## src/rtl/pipe_adder_pkg.sv

```systemverilog
// Shared constants for the pipelined adder: operation encoding and default geometry.
package pipe_adder_pkg;

    localparam logic OP_ADD = 1'b0;
    localparam logic OP_SUB = 1'b1;

    localparam int DEFAULT_WIDTH  = 32;
    localparam int DEFAULT_STAGES = 4;

endpackage

```

## src/rtl/pipe_adder_slice_adder.sv

```systemverilog
// One pipeline stage worth of addition: a registered SLICE-bit add with carry in/out.
// sum_next exposes the unregistered slice sum for logic that must be captured
// alongside the registered result.
module slice_adder #(
    parameter int SLICE = 8
) (
    input  logic             clk,
    input  logic             rst_n,
    input  logic             en,
    input  logic [SLICE-1:0] a,
    input  logic [SLICE-1:0] b,
    input  logic             cin,
    output logic [SLICE-1:0] sum_next,
    output logic [SLICE-1:0] sum,
    output logic             cout
);

    logic [SLICE-1:0] sum_d, sum_q;
    logic             cout_d, cout_q;

    // Slice add including the carry from the previous stage.
    always_comb begin
        {cout_d, sum_d} = {1'b0, a} + {1'b0, b} + {{SLICE{1'b0}}, cin};
    end

    // Capture the slice result only when the pipeline advances.
    always_ff @(posedge clk or negedge rst_n) begin
        if (!rst_n) begin
            sum_q  <= '0;
            cout_q <= 1'b0;
        end else if (en) begin
            sum_q  <= sum_d;
            cout_q <= cout_d;
        end
    end

    assign sum_next = sum_d;
    assign sum      = sum_q;
    assign cout     = cout_q;

endmodule

```

## src/rtl/pipe_adder.sv

```systemverilog
// Pipelined ripple adder/subtractor split into STAGES slices of WIDTH/STAGES bits.
// Optional flag outputs (overflow, zero) are built when PIPE_ADDER_FLAGS_EN is defined;
// otherwise both flags are tied low.
//
// Handshake: an operand transfers on a rising edge where inp_valid && out_ready;
// a result transfers where out_valid && inp_ready. The whole pipeline moves as
// one when advance = !out_valid || inp_ready, and out_ready is exactly advance,
// so a taken result and a new operand can share the same edge.
module pipe_adder
    import pipe_adder_pkg::*;
#(
    parameter int WIDTH  = DEFAULT_WIDTH,
    parameter int STAGES = DEFAULT_STAGES
) (
    input  logic             clk,
    input  logic             rst_n,
    input  logic [WIDTH-1:0] inp_a,
    input  logic [WIDTH-1:0] inp_b,
    input  logic             inp_cin,
    input  logic             inp_sub,
    input  logic             inp_valid,
    output logic             out_ready,
    output logic [WIDTH-1:0] out_sum,
    output logic             out_carry,
    output logic             out_overflow,
    output logic             out_zero,
    output logic             out_valid,
    input  logic             inp_ready
);

    localparam int SLICE = WIDTH / STAGES;

    if (WIDTH % STAGES != 0) begin : g_bad_geometry
        $error("pipe_adder: WIDTH must be a multiple of STAGES");
    end

    logic             advance;
    logic [WIDTH-1:0] b_eff;
    logic             cin_eff;

    // Level k holds the operand skew (upper slices still to add), the aligned
    // lower result slices and the valid bit of the operation sitting there.
    logic [STAGES-1:0] valid_d, valid_q;
    logic [WIDTH-1:0]  a_d     [STAGES];
    logic [WIDTH-1:0]  a_q     [STAGES];
    logic [WIDTH-1:0]  b_d     [STAGES];
    logic [WIDTH-1:0]  b_q     [STAGES];
    logic [WIDTH-1:0]  align_d [STAGES];
    logic [WIDTH-1:0]  align_q [STAGES];
    logic [WIDTH-1:0]  res_lvl [STAGES];

    logic [SLICE-1:0]  slice_sum  [STAGES];
    logic [SLICE-1:0]  slice_next [STAGES];
    logic [STAGES-1:0] slice_cout;
    logic [STAGES-1:0] slice_cin;

    // Operation decode: SUB is A + ~B + 1, carry-in only matters for ADD.
    always_comb begin
        advance = !valid_q[STAGES-1] || inp_ready;
        b_eff   = (inp_sub == OP_SUB) ? ~inp_b : inp_b;
        cin_eff = (inp_sub == OP_SUB) ? 1'b1 : inp_cin;
    end

    // Next contents of every level: level 0 takes the new operand, level k
    // takes level k-1, with the freshly completed slice merged into the aligned result.
    always_comb begin
        for (int k = 0; k < STAGES; k++) begin
            res_lvl[k] = align_q[k];
            res_lvl[k][k*SLICE +: SLICE] = slice_sum[k];
        end
        valid_d[0] = inp_valid;
        a_d[0]     = inp_a;
        b_d[0]     = b_eff;
        align_d[0] = '0;
        for (int k = 1; k < STAGES; k++) begin
            valid_d[k] = valid_q[k-1];
            a_d[k]     = a_q[k-1];
            b_d[k]     = b_q[k-1];
            align_d[k] = res_lvl[k-1];
        end
    end

    // Level registers move together on advance and hold while stalled.
    always_ff @(posedge clk or negedge rst_n) begin
        if (!rst_n) begin
            valid_q <= '0;
            for (int k = 0; k < STAGES; k++) begin
                a_q[k]     <= '0;
                b_q[k]     <= '0;
                align_q[k] <= '0;
            end
        end else if (advance) begin
            valid_q <= valid_d;
            for (int k = 0; k < STAGES; k++) begin
                a_q[k]     <= a_d[k];
                b_q[k]     <= b_d[k];
                align_q[k] <= align_d[k];
            end
        end
    end

    for (genvar k = 0; k < STAGES; k++) begin : g_stage
        if (k == 0) begin : g_first
            assign slice_cin[k] = cin_eff;
        end else begin : g_rest
            assign slice_cin[k] = slice_cout[k-1];
        end

        slice_adder #(.SLICE(SLICE)) u_slice (
            .clk      (clk),
            .rst_n    (rst_n),
            .en       (advance),
            .a        (a_d[k][k*SLICE +: SLICE]),
            .b        (b_d[k][k*SLICE +: SLICE]),
            .cin      (slice_cin[k]),
            .sum_next (slice_next[k]),
            .sum      (slice_sum[k]),
            .cout     (slice_cout[k])
        );
    end

    assign out_ready = advance;
    assign out_valid = valid_q[STAGES-1];
    assign out_sum   = res_lvl[STAGES-1];
    assign out_carry = slice_cout[STAGES-1];

`ifdef PIPE_ADDER_FLAGS_EN
    logic             ovf_d, ovf_q;
    logic             zero_d, zero_q;
    logic [WIDTH-1:0] final_d;

    // Flags are formed from the operands entering the top slice and its sum,
    // so they are captured on the same edge as the top slice of out_sum.
    always_comb begin
        final_d = align_d[STAGES-1];
        final_d[(STAGES-1)*SLICE +: SLICE] = slice_next[STAGES-1];
        ovf_d  = (a_d[STAGES-1][WIDTH-1] == b_d[STAGES-1][WIDTH-1]) &&
                 (final_d[WIDTH-1] != a_d[STAGES-1][WIDTH-1]);
        zero_d = (final_d == '0);
    end

    // Flag registers follow the same advance/hold rule as the result.
    always_ff @(posedge clk or negedge rst_n) begin
        if (!rst_n) begin
            ovf_q  <= 1'b0;
            zero_q <= 1'b0;
        end else if (advance) begin
            ovf_q  <= ovf_d;
            zero_q <= zero_d;
        end
    end

    assign out_overflow = ovf_q;
    assign out_zero     = zero_q;
`else
    assign out_overflow = 1'b0;
    assign out_zero     = 1'b0;
`endif

endmodule

```

## config.mk

```make
export PLATFORM = sky130hd
export DESIGN_NAME = pipe_adder
export DESIGN_NICKNAME = d
export VERILOG_FILES = /design/src/rtl/pipe_adder_pkg.sv /design/src/rtl/pipe_adder_slice_adder.sv /design/src/rtl/pipe_adder.sv
export SDC_FILE = /design/constraint.sdc
export NUM_CORES = 1
export LEC_CHECK = 0
export CAP_MARGIN = 20
export CORE_UTILIZATION = 40
export DETAILED_ROUTE_END_ITERATION = 6
export PLACE_DENSITY = 0.71
export SYNTH_ARGS = -nofsm -noshare
export SYNTH_HDL_FRONTEND = slang
export SYNTH_SLANG_ARGS = --single-unit
```

## constraint.sdc

```tcl
create_clock -name clk -period 6.49 [get_ports clk]
set_input_delay 0.9735 -clock clk [delete_from_list [all_inputs] [get_ports clk]]
set_output_delay 0.9735 -clock clk [all_outputs]
set_load 0.05 [all_outputs]
```

==> impl_metrics.py <==
metrics = {
    "run_status": {
        "outcome": "finished clean",
    },
    "setup_path": {
        "cpMaxStageDelayCell": "clkdlybuf4s50_1",
        "critPathMaxFanout": 62,
        "path_class": "in2out",
        "startpoint_type": "input pin",
        "regToRegStartpoint": "valid_q[3]",
        "rrSetupSlack_ns": 3.95,
        "cp-end-kind": "primary output",
        "cpPeakStageDelay_ns": 0.92,
        "crit_chain": "clkdlybuf4s50_1 > nor2b_4 > inv_4 > clkdlybuf4s50_1",
        "arrival_ns": 2.92,
        "worstPathRequired_ns": 5.52,
        "rr_worst_depth": 7,
        "cpMostUsedCell": "clkdlybuf4s50_1",
        "rr_endpoint": "g_stage[2].u_slice.cout",
    },
    "hold_path": {
        "worstHoldStart": "out_sum[8]",
        "hold_depth": 2,
        "min_path_type": "reg2reg",
        "worstHoldEndpoint": "out_sum[8]",
    },
    "yosys": {
        "synth-main-ff-cell": "dfrtp_1",
        "synth-seq-cells": 184,
        "syn_area_per_cell_um2": 9.10,
        "ys_top_cells_by_area": "dfrtp_1, nand2_1, ha_1",
        "synth_mux_area_frac": 0,
        "synthAdderAreaFrac": 0.0611,
        "synth_cells": 918,
        "synthSimpleGateAreaFrac": 0.226,
        "yosysSeqAreaShare": 0.551,
        "ys_types": 34,
        "synth-edff-count": 0,
        "async_flop_share": 1.00,
        "yosys.area.top_type_share": 0.551,
        "synth-compound-area-share": 0.0767,
        "synthXorXnorAreaFrac": 0.0514,
        "synthesis.area_mm2": 0.00835,
        "synth_area_leader_cell": "dfrtp_1",
        "synth_top_family_by_area": "simple AND/OR/NAND/NOR gates",
        "synth_warnings": 0,
    },
    "die": {
        "die-area_mm2": 0.0215,
        "die_x_um": 146,
        "initial_core_util": 0.410,
        "num_rows": 52,
        "core_area_mm2": 0.0204,
        "ios": 107,
        "die_height_um": 146,
    },
    "grt": {
        "track_usage": 0.162,
        "grt_overflow": 0,
        "antenna_found_initial": 0,
        "grt_max_degree": 120,
        "grt_pass1_wl_mm": 27.8,
        "grt_pass1_vias": 5809,
    },
    "route": {
        "wl_mm": 16.0,
        "drtPass1Iterations": 4,
        "drc_errors": 0,
        "viasPerCell": 4.65,
        "ant_nets": 0,
        "post_drt_wl_per_cell_um": 12.5,
        "dr_total_vias": 5967,
        "drtIter0Drc": 317,
    },
    "cts": {
        "h-tree-depth": 4,
        "cts_resized": 0,
        "root_buffer": "clkbuf_16",
        "postCtsHoldBufs": 0,
        "cts_tree": "built",
        "cts_setup_buffers": 0,
        "numCtsBuffers": 17,
        "clockBufferDepth": 2,
        "worstSkewPairLatency_ns": 0.43,
        "cts.reportedPaths.clkPinSlew_ns": 0.07,
        "cts_sinks": 184,
    },
    "pwr": {
        "leakage_nw": 4.87,
        "pwr-share-clk": 0.200,
        "switchingPower_mw": 2.08,
        "p_int_mw": 3.01,
        "irDropWorstVdd_mv": 0.422,
        "switching_share": 0.408,
        "powerDensity_mw_per_mm2": 502,
        "fin_total_pwr_mw": 5.09,
        "seqPwrFrac": 0.382,
        "p_comb_frac": 0.417,
    },
    "layout": {
        "drive_gt1_frac": 0.0523,
        "fin_area_mm2": 0.0101,
        "syn2layout_area_growth_pct": 21.4,
        "final_cell_mix": "nand2_1, dfrtp_1, clkdlybuf4s50_1, o21ai_0, xnor2_1",
        "diodes": 0,
        "mostFrequentLayoutCell": "nand2_1",
        "finalNetCount": 1107,
        "fill_cells": 1938,
    },
    "timing": {
        "maxSlewHeadroom": 0.331,
        "layout_min_cycle_time_ns": 3.89,
        "final_hold_viol_count": 0,
        "fmax_ghz": 0.257,
        "tns_ns": 0,
        "setup-violations-final": 0,
        "rsz0062_at_grt": "no",
        "fin_hold_ws_ns": 0.466,
        "skew_ns": 0.00955,
        "slew_violations": 0,
        "fin_crit_sh": 0.600,
        "tightest_slew_ns": 1.00,
    },
    "place": {
        "gp_congestion": 0.815,
        "place_area_mm2": 0.00953,
        "dp_hpwl_mm": 10.5,
        "portBuffers": 104,
    },
    "run": {
        "cap_violations": 0,
    },
}
critical path: cells and delay by family:
kind	cells	cell delay (ns)
buf+inv	3	1.85
simple gates	1	0.06
logic make-up after synthesis:
logic type | count (synthesis)
compound gates | 107
buf+inv | 54
fa+ha+maj | 36
other cells | 1
flops | 184
xor+xnor | 49
simple gates | 487
per-layer routing:
metal  track usage  part of all wire
met5             0                 0
met4        0.0479            0.0099
met1         0.222              0.50
met3        0.0338             0.029
met2         0.257              0.46
area by class of cell:
| type | instances | area (um^2) | share of cell area |
|---|---|---|---|
| clock inverters | 15 | 158 | 0.0155 |
| well taps | 270 | 338 | 0.0333 |
| repair buffers | 110 | 1100 | 0.109 |
| clock buffers | 17 | 425 | 0.0420 |
| flip-flops and latches | 184 | 4600 | 0.454 |
| multi-input cells | 681 | 3480 | 0.343 |
| inverters | 7 | 28.8 | 0.00284 |
Yosys cell counts (4+ instances only):
library cell / count
a211oi_2: 4
buf_4: 5
nand2_1: 448
nor3_1: 16
xnor2_1: 29
ha_1: 28
buf_2: 37
clkbuf_1: 4
o21bai_1: 4
dfrtp_1: 184
o21ai_1: 14
o21ai_0: 48
a21o_1: 4
fa_1: 8
inv_1: 6
nor2_1: 10
a21oi_2: 4
xor2_1: 20
a31oi_1: 4
nand2b_1: 4
a211oi_1: 4
o211ai_1: 6
a21oi_1: 13
worst max-delay path by stage:
stage,start,endpoint,slack [ns],depth (start not counted)
3_3_place_gp,inp_ready,out_ready,2.58,4
6_report,inp_ready,out_ready,2.60,4
2_1_floorplan,inp_sub,g_stage[0].u_slice.sum[6],3.23,10
5_1_grt,inp_ready,out_ready,2.49,4
4_1_cts,inp_ready,out_ready,2.59,4
3_5_place_dp,inp_ready,out_ready,2.58,4
stage by stage:
stage	instances	setup WS [ns]	util
CTS	1283	2.59	0.497
floorplan	919	3.23	-
global route	1284	2.49	0.498
finish	1284	2.60	0.498
global placement	1251	2.58	0.468
detailed placement	1251	2.58	0.468
power groups by stage:
stage	clock network (mW)	logic (mW)	registers, mW
global route	1.09	2.39	2.02
floorplan	0	1.26	2.25
detailed placement	0	2.13	1.97
finish	1.02	2.12	1.95
global placement	0	2.07	1.96
CTS	1.05	2.14	1.96
flip-flops by register name (all words and copies together), names as in the netlist:
signal                flops
out_sum                  24
b_d                      48
a_d                      48
align_d                  24
g_stage.u_slice.cout      4
g_stage.u_slice.sum      32
valid_q                   4
Power figures use the tool's default switching activity.
